===== config.mk =====
export PLATFORM = sky130hd
export DESIGN_NAME = conv_mult_scheduler
export DESIGN_NICKNAME = d
export VERILOG_FILES = /design/src/rtl/conv_mult_scheduler.sv
export SDC_FILE = /design/constraint.sdc
export NUM_CORES = 1
export LEC_CHECK = 0
export CAP_MARGIN = 30
export CORE_MARGIN = 4
export CORE_UTILIZATION = 42
export DETAILED_ROUTE_END_ITERATION = 16
export GPL_TIMING_DRIVEN = 0
export PLACE_DENSITY = 0.63
export SLEW_MARGIN = 30
export SYNTH_ARGS = -nofsm -noshare
export SYNTH_HDL_FRONTEND = slang
export SYNTH_SLANG_ARGS = --single-unit

===== constraint.sdc =====
create_clock -name clk -period 6.05 [get_ports clk]
set_input_delay 0.9075 -clock clk [delete_from_list [all_inputs] [get_ports clk]]
set_output_delay 0.9075 -clock clk [all_outputs]
set_load 0.02 [all_outputs]

===== src/rtl/conv_mult_scheduler.sv =====
// conv_mult_scheduler: dispatches every window job of one convolution layer pass onto a pool of multiplier units
// Ports:
//   clk, rstn           clock, asynchronous active-low reset
//   start, abort        begin a pass (IDLE only) / cancel the current pass
//   mult_done           per-unit one-cycle completion pulses
//   mult_start          one-hot one-cycle job launch, with disp_mid/k/row/col/idx describing the job
//   busy, done          pass in progress / one-cycle completion pulse
//   jobs_retired        completions accepted this pass
//   err_spurious        sticky flag: completion seen on a unit with no job outstanding
module conv_mult_scheduler #(
    parameter int N     = 8,
    parameter int F     = 3,
    parameter int S     = 1,
    parameter int K     = 3,
    parameter int NMULT = 8,
    parameter int MID_W = 3,
    parameter int CW    = 16,
    parameter int IDX_W = 24
) (
    input  logic             clk,
    input  logic             rstn,
    input  logic             start,
    input  logic             abort,
    input  logic [NMULT-1:0] mult_done,
    output logic [NMULT-1:0] mult_start,
    output logic [MID_W-1:0] disp_mid,
    output logic [CW-1:0]    disp_k,
    output logic [CW-1:0]    disp_row,
    output logic [CW-1:0]    disp_col,
    output logic [IDX_W-1:0] disp_idx,
    output logic             busy,
    output logic             done,
    output logic [IDX_W-1:0] jobs_retired,
    output logic             err_spurious
);
    localparam int OUT = (N - F) / S + 1;
    localparam int TOTAL = OUT * OUT * K;
    localparam logic [CW-1:0] STEP = CW'(S);
    localparam logic [CW-1:0] LAST_POS = CW'((OUT - 1) * S);
    localparam logic [IDX_W-1:0] LAST_IDX = IDX_W'(TOTAL - 1);

    if (longint'(TOTAL) >= (64'd1 << IDX_W) || longint'(N) >= (64'd1 << CW) ||
        longint'(NMULT) > (64'd1 << MID_W)) begin : g_param_check
        $error("conv_mult_scheduler: parameter set overflows counter widths");
    end

    typedef enum logic [1:0] {IDLE, DISPATCH, DRAIN, DONE} state_t;

    state_t             state, state_nx;
    logic [NMULT-1:0]   bmask, retire, free_oh;
    logic [CW-1:0]      k_c, r_c, c_c;
    logic [IDX_W-1:0]   idx_c, n_ret;
    logic [MID_W-1:0]   free_id;
    logic               has_free, active, issue, col_wrap, row_wrap;

    // Lowest-indexed free unit; scanning downward lets the lowest index win.
    always_comb begin
        has_free = 1'b0;
        free_id  = '0;
        for (int i = NMULT - 1; i >= 0; i--) begin
            if (!bmask[i]) begin
                has_free = 1'b1;
                free_id  = MID_W'(i);
            end
        end
        free_oh = has_free ? (NMULT'(1) << free_id) : '0;
    end

    assign active   = state == DISPATCH || state == DRAIN;
    assign retire   = active ? (mult_done & bmask) : '0;
    assign issue    = state == DISPATCH && has_free && !abort;
    assign col_wrap = c_c == LAST_POS;
    assign row_wrap = r_c == LAST_POS;

    always_comb begin
        n_ret = '0;
        for (int i = 0; i < NMULT; i++) n_ret = n_ret + IDX_W'(retire[i]);
    end

    always_comb begin
        state_nx = state;
        case (state)
            IDLE:     state_nx = start ? DISPATCH : IDLE;
            DISPATCH: state_nx = (issue && idx_c == LAST_IDX) ? DRAIN : DISPATCH;
            DRAIN:    state_nx = (bmask == '0) ? DONE : DRAIN;
            default:  state_nx = IDLE;
        endcase
        if (abort) state_nx = IDLE;
    end

    always_ff @(posedge clk or negedge rstn) begin
        if (!rstn) begin
            state        <= IDLE;
            bmask        <= '0;
            k_c          <= '0;
            r_c          <= '0;
            c_c          <= '0;
            idx_c        <= '0;
            mult_start   <= '0;
            disp_mid     <= '0;
            disp_k       <= '0;
            disp_row     <= '0;
            disp_col     <= '0;
            disp_idx     <= '0;
            busy         <= 1'b0;
            done         <= 1'b0;
            jobs_retired <= '0;
            err_spurious <= 1'b0;
        end else begin
            state      <= state_nx;
            busy       <= state_nx == DISPATCH || state_nx == DRAIN;
            done       <= state_nx == DONE;
            mult_start <= issue ? free_oh : '0;
            if (issue) begin
                disp_mid <= free_id;
                disp_k   <= k_c;
                disp_row <= r_c;
                disp_col <= c_c;
                disp_idx <= idx_c;
                idx_c    <= idx_c + 1'b1;
                c_c      <= col_wrap ? '0 : c_c + STEP;
                r_c      <= col_wrap ? (row_wrap ? '0 : r_c + STEP) : r_c;
                k_c      <= (col_wrap && row_wrap) ? k_c + 1'b1 : k_c;
            end
            if (state == IDLE && start && !abort) begin
                bmask        <= '0;
                k_c          <= '0;
                r_c          <= '0;
                c_c          <= '0;
                idx_c        <= '0;
                jobs_retired <= '0;
                err_spurious <= 1'b0;
            end else if (abort) begin
                // Abandoned jobs are forgotten; the retire count is left as it stood.
                bmask <= '0;
            end else begin
                // Retired and newly issued units are disjoint: issue only picks clear bits.
                bmask        <= (bmask & ~retire) | (issue ? free_oh : '0);
                jobs_retired <= jobs_retired + n_ret;
                if (active && |(mult_done & ~bmask)) err_spurious <= 1'b1;
            end
        end
    end
endmodule


; After elaboration in Yosys (flattened, before gate mapping)
; Index checks and enable logic that the tools add are counted.
; Widths: inputs -> output; s select.
[totals]
output_inout_bits = 110
latch_bits = 0
ramBits = 0
wordCells = 107
reg_bits = 192
mem_count = 0
mem_bits_ro = 0
[classes]
n_bitwise = 6
n_mux = 43
div_mod_pow = 0
mul = 0
n_eq_ne = 9
addsub = 12
reduce_logical = 20
shifts = 1
magnitude_cmp = 0
[ops]
columns = operator, n
row1 = $mux 16, 10
row2 = $mux 24, 4
row3 = $add 16x1->16 const B, 3
row4 = $mux 8, 5
row5 = $eq 16x3->1 const B, 2
row6 = $add 24x1->24 const B, 1
row7 = $add 24x8->24, 1
row8 = $and 8x8->8, 3
row9 = $eq 24x7->1 const B, 1
row10 = $mux 3, 8
row11 = $not 8->8, 2
row12 = $mux 1, 13
row13 = $add 7x1->8, 1
row14 = $logic_not 8->1, 1
row15 = $or 8x8->8, 1
row16 = $reduce_bool 2->1, 4
row17 = $reduce_or 8->1, 1
row18 = $shl 1x3->8 const A, 1
row19 = $add 6x1->7, 1
row20 = $logic_and 1x1->1, 7
row21 = $add 5x1->6, 1
row22 = $eq 2x2->1 const B, 3
row23 = $pmux 2 s3, 1
row24 = $reduce_and 2->1, 3
row25 = 10 further kinds, 13

; Logic depth before layout (Yosys ltp)
[depth]
ltp_word = 16
ltp_mapped = 16

; Worst setup path after synthesis
; OpenSTA, ideal clock, no wires.
[synth_path]
path_type = register to register
from = register state[1]
to = register jobs_retired[16]
setup_ns = 0.132
path_stages_with_launch = 17
t_required_ns = 5.918
path_buffers = 1
slack_ns = 1.555
arrival_time_ns = 4.363
path_cell_list = dfrtp_1 inv_1 ha_1 clkbuf_1 and3_1 fa_1 inv_1 fa_1 inv_1 fa_1 fa_1 fa_1 a211oi_1 nor3_2 nand3_1 xor2_1 nor2_1
[synth_between]
elab_chain_cells = 13
word_cells_on_any_way = 18
[synth_rtl]
columns = item, line
row1 = from (decl), 49  ; state_t state, state_nx;
row2 = from (signal assigned), 110  ; state <= state_nx;
row3 = $eq 2x1->1 / $eq 2x2->1 (equally long branches), 69  ; assign active = state == DISPATCH || state == DRAIN;
row4 = $logic_or 1x1->1, 69
row5 = $mux 8, 70  ; assign retire = active ? (mult_done & bmask) : '0;
row6 = $add 1x1->2, 77  ; for (int i = 0; i < NMULT; i++) n_ret = n_ret + IDX_W'(retire[i]);
row7 = $add 2x1->3, 77
row8 = $add 3x1->4, 77
row9 = $add 4x1->5, 77
row10 = $add 5x1->6, 77
row11 = $add 6x1->7, 77
row12 = $add 7x1->8, 77
row13 = $add 24x8->24, 139  ; jobs_retired <= jobs_retired + n_ret;
row14 = $mux 24, 133  ; end else if (abort) begin
row15 = $mux 24, 125  ; if (state == IDLE && start && !abort) begin
row16 = to (signal assigned), 139
row17 = to (decl), 33  ; output logic [IDX_W-1:0] jobs_retired,
; Parallel ways exist; a longest one is shown, timed or not. The select of a mux whose other input is x is not followed.
; A chain may end at the register's enable or synchronous reset.

; Worst setup path in the final report
[layout_path]
from = register state[1]
to = register jobs_retired[10]
; Same word-level chain as after synthesis.

==> impl_metrics.ini <==
[timing]
fin_skew_ns = 0.00750
clock.fmax_ghz = 0.204
totalNegativeSetupSlack_ns = 0
timing_hold_violations_final = 0
postLayoutSetupSlackWorst_ns = 1.16
timing_worst_slew_pin_value_ns = 0.896
relSlewSlack = 0.403
setup-violations-final = 0
rsz_0062_raised_after_global_routing = false
layout_min_cycle_time_ns = 4.89
fin_crit_sh = 0.809
maxSlewViolCount = 0

[floorplanning]
die_height_um = 157
die_w_um = 157
boundaryPins = 122
dieArea_um2 = 24600
rows = 54
core_region_area_um2 = 21800
start_util = 0.427

[worst_setup_path]
cp_slowest_cell = fa_1
critPathLaunchType = flop
crit_path_cell_trace = inv_1 -> ha_1 -> clkbuf_1 -> and3_1 -> fa_1 -> inv_1 -> fa_1 -> inv_1 -> fa_1 -> fa_1 -> fa_1 -> a211oi_1 -> nor3_2 -> nand3_1 -> xor2_1 -> nor2_1
path_delay_family = adder cells
setup.worst_path.end_class = flop
critical_path_buf_inv_count = 4
cp_data_arrival_time_ns = 5.20
timing.setup.critical_path_class = reg -> reg
critical_path_required_ns = 6.36
crit_path_max_incr_delay_ns = 0.52
path_max_fanout = 10
cp_common_cell = fa_1

[synthesis]
synth_cell_types = 65
synth_xor_xnor_area_share = 0.0499
synth_top_family_by_area = simple AND/OR/NAND/NOR gates
synth_fp_nets = 1031
synth_simple_gate_area_share = 0.286
synth.yosys.seq_area_share = 0.516
yosys.area_share.adder = 0.0336
postSynth.topFlopCell = dfrtp_1
synth_cells = 997
post_synth_mux_area_share = 0.00108
synth-compound-area-share = 0.0808
synth_edf_count = 0
synth_seq_cells = 192
cell_area_after_technology_mapping_um2 = 9310
post_syn_area_per_cell_um2 = 9.34
synthArstFlopShare = 1.00
synth-warning-count = 0

[routing]
via_per_inst = 5.37
via_count = 7680
drc = 0
route.final.wire_length_um = 24500
route.antenna.remaining_nets = 0
drtPass1Iterations = 7
drt-initial-drc-count = 417
mean_routed_wirelength_per_cell_um = 17.1

[clock_tree]
ctsLongestPathBuffers = 2
ctsHtreeMaxLevel = 4
postCtsResizedCells = 0
tritoncts.num_buffers = 17
hold_buffers = 0
clock-sinks = 192
clkSlewWorstSetupHoldPaths_ns = 0.07
ctsRootBufferMaster = clkbuf_16
cts_tree = done
postCtsSetupRepairBufs = 0
worstSkewPairLatency_ns = 0.43

[global_route]
antenna_found_initial = 0
number_of_global_route_vias_before_repair = 7667
global_route_wire_length_before_repair_um = 40400
globalRoute.totalOverflow = 0
grt.total_usage = 0.205
largest_net_degree_at_the_start_of_global_routing = 85

[job]
max_cap_violations = 0

[final_layout]
post-route-util = 0.530
diodes = 0
flow.area_growth_from_synthesis_pct = 24.2
fin_nets = 1173
layout.area.seq_um2 = 4800
post_route_cells_drive_above_1_share = 0.0747
total_area_of_multi_input_combinational_cells_um2 = 4200
num-fill-cells = 2012

[status]
status = completed

[power]
peak_supply_drop_v = 0.000168
p_leak_nw = 5.20
p_per_area_nw_per_um2 = 234

[hold_path]
worstHoldPathType = in -> async

[place]
gp_routability_congestion = 0.875
dpl.hpwl_um = 17600
pre_cts_ws_ns = 0.961
count_of_input_and_output_buffers = 121
worst register-to-register path, delay by kind of cell, from the launching register on:
kind                     cells  cell delay, ns
adder cells (fa/ha/maj)      6            2.81
AND/OR/NAND/NOR              4            0.62
flip-flops                   1            0.43
buffers and inverters        4            0.43
AO/OA/AOI/OAI                1            0.29
XOR/XNOR                     1            0.18
cells in the final DEF (no fill, tap or decap), drive strengths merged, types with 20 or more instances in the layout:
| master | count |
|---|---|
| o21ai | 42 |
| inv | 22 |
| xnor2 | 27 |
| dfrtp | 192 |
| or3 | 20 |
| clkdlybuf4s50 | 120 |
| nand2 | 255 |
| nand3 | 45 |
| clkbuf | 37 |
| nor4 | 32 |
| xor2 | 26 |
| buf | 35 |
| nand4 | 34 |
| a21oi | 40 |
| nor2 | 78 |
cell families (layout without fill, tap and decap cells):
kind of cell | Yosys count | in the layout
and+or+nand+nor | 533 | 533
buffers and inverters | 71 | 225
muxes | 1 | 1
DFF | 192 | 192
xor gates and xnor gates | 53 | 53
adders and majority gates | 22 | 22
AOI/OAI and AO/OA | 125 | 125
synthesized netlist by cell type (all sizes together) (6+ instances only):
cell / number / area [µm²]
nor2: 78 / 295
nor2b: 6 / 37.5
xor2: 26 / 228
nand4: 34 / 249
nor4: 32 / 302
or4: 6 / 45.0
dfrtp: 192 / 4800
xnor2: 27 / 236
inv: 21 / 78.8
ha: 17 / 213
or3: 20 / 125
a21oi: 40 / 200
o21ai: 42 / 210
clkbuf: 18 / 68.8
and3: 17 / 106
nor3: 9 / 50.1
nand2: 255 / 960
nand3: 45 / 225
and4: 10 / 90.1
buf: 32 / 160
per-stage QoR:
stage | cell area, µm² | instances | hold slack, ns | power (W)
after floorplan | 9310 | 997 | 0.448 | 0.00143
after global placement | 10900 | 1398 | 0.459 | 0.00153
after detailed placement | 10900 | 1400 | 0.462 | 0.00153
after CTS | 11600 | 1431 | 0.352 | 0.00273
after global routing | 11600 | 1431 | 0.360 | 0.00281
final | 11600 | 1431 | 0.350 | 0.00271
final timing paths:
path	start	cells past startpoint	endpoint	slack (ns)
setup / recovery	state[1]$_DFF_PN0_	16	jobs_retired[10]$_DFFE_PN0P_	1.16
hold / removal	rstn	1	disp_col[13]$_DFFE_PN0P_	0.35
setup reg to reg	state[1]$_DFF_PN0_	16	jobs_retired[10]$_DFFE_PN0P_	1.16
hold reg to reg	disp_row[8]$_DFFE_PN0P_	2	disp_row[8]$_DFFE_PN0P_	0.47
max in group asynchronous	rstn	3	mult_start[0]$_DFF_PN0_	4.62
min in group clk	disp_row[8]$_DFFE_PN0P_	2	disp_row[8]$_DFFE_PN0P_	0.47
registers in the layout, summed over array words and instances (netlist names):
register / count
disp_idx: 24
idx_c: 24
jobs_retired: 24
c_c: 16
disp_col: 16
disp_k: 16
disp_row: 16
k_c: 16
r_c: 16
bmask: 8
mult_start: 8
disp_mid: 3
state: 2
busy: 1
done: 1
err_spurious: 1
area by class of cell:
class | count | area share
sequential | 192 | 0.416
inverter | 21 | 0.00682
buffer | 50 | 0.0198
multi-input combinational | 734 | 0.363
clock buffer | 19 | 0.0383
tap | 280 | 0.0303
clock inverter | 12 | 0.0160
timing repair buffer | 123 | 0.110
where the power goes:
group / switching [W] / internal (W) / total, W / leakage (nW)
logic: 0.000124 / 0.0000567 / 0.000181 / 2.24
registers: 0.0000197 / 0.00130 / 0.00132 / 2.67
clock network: 0.000498 / 0.000704 / 0.00120 / 0.292
metal layers:
metal | wire (µm) | global-route usage
met1 | 11200 | 0.281
met5 | 0 | 0
met3 | 1530 | 0.0514
met4 | 203 | 0.0463
met2 | 11600 | 0.332
Note: power is estimated with default switching activity, not from simulation.
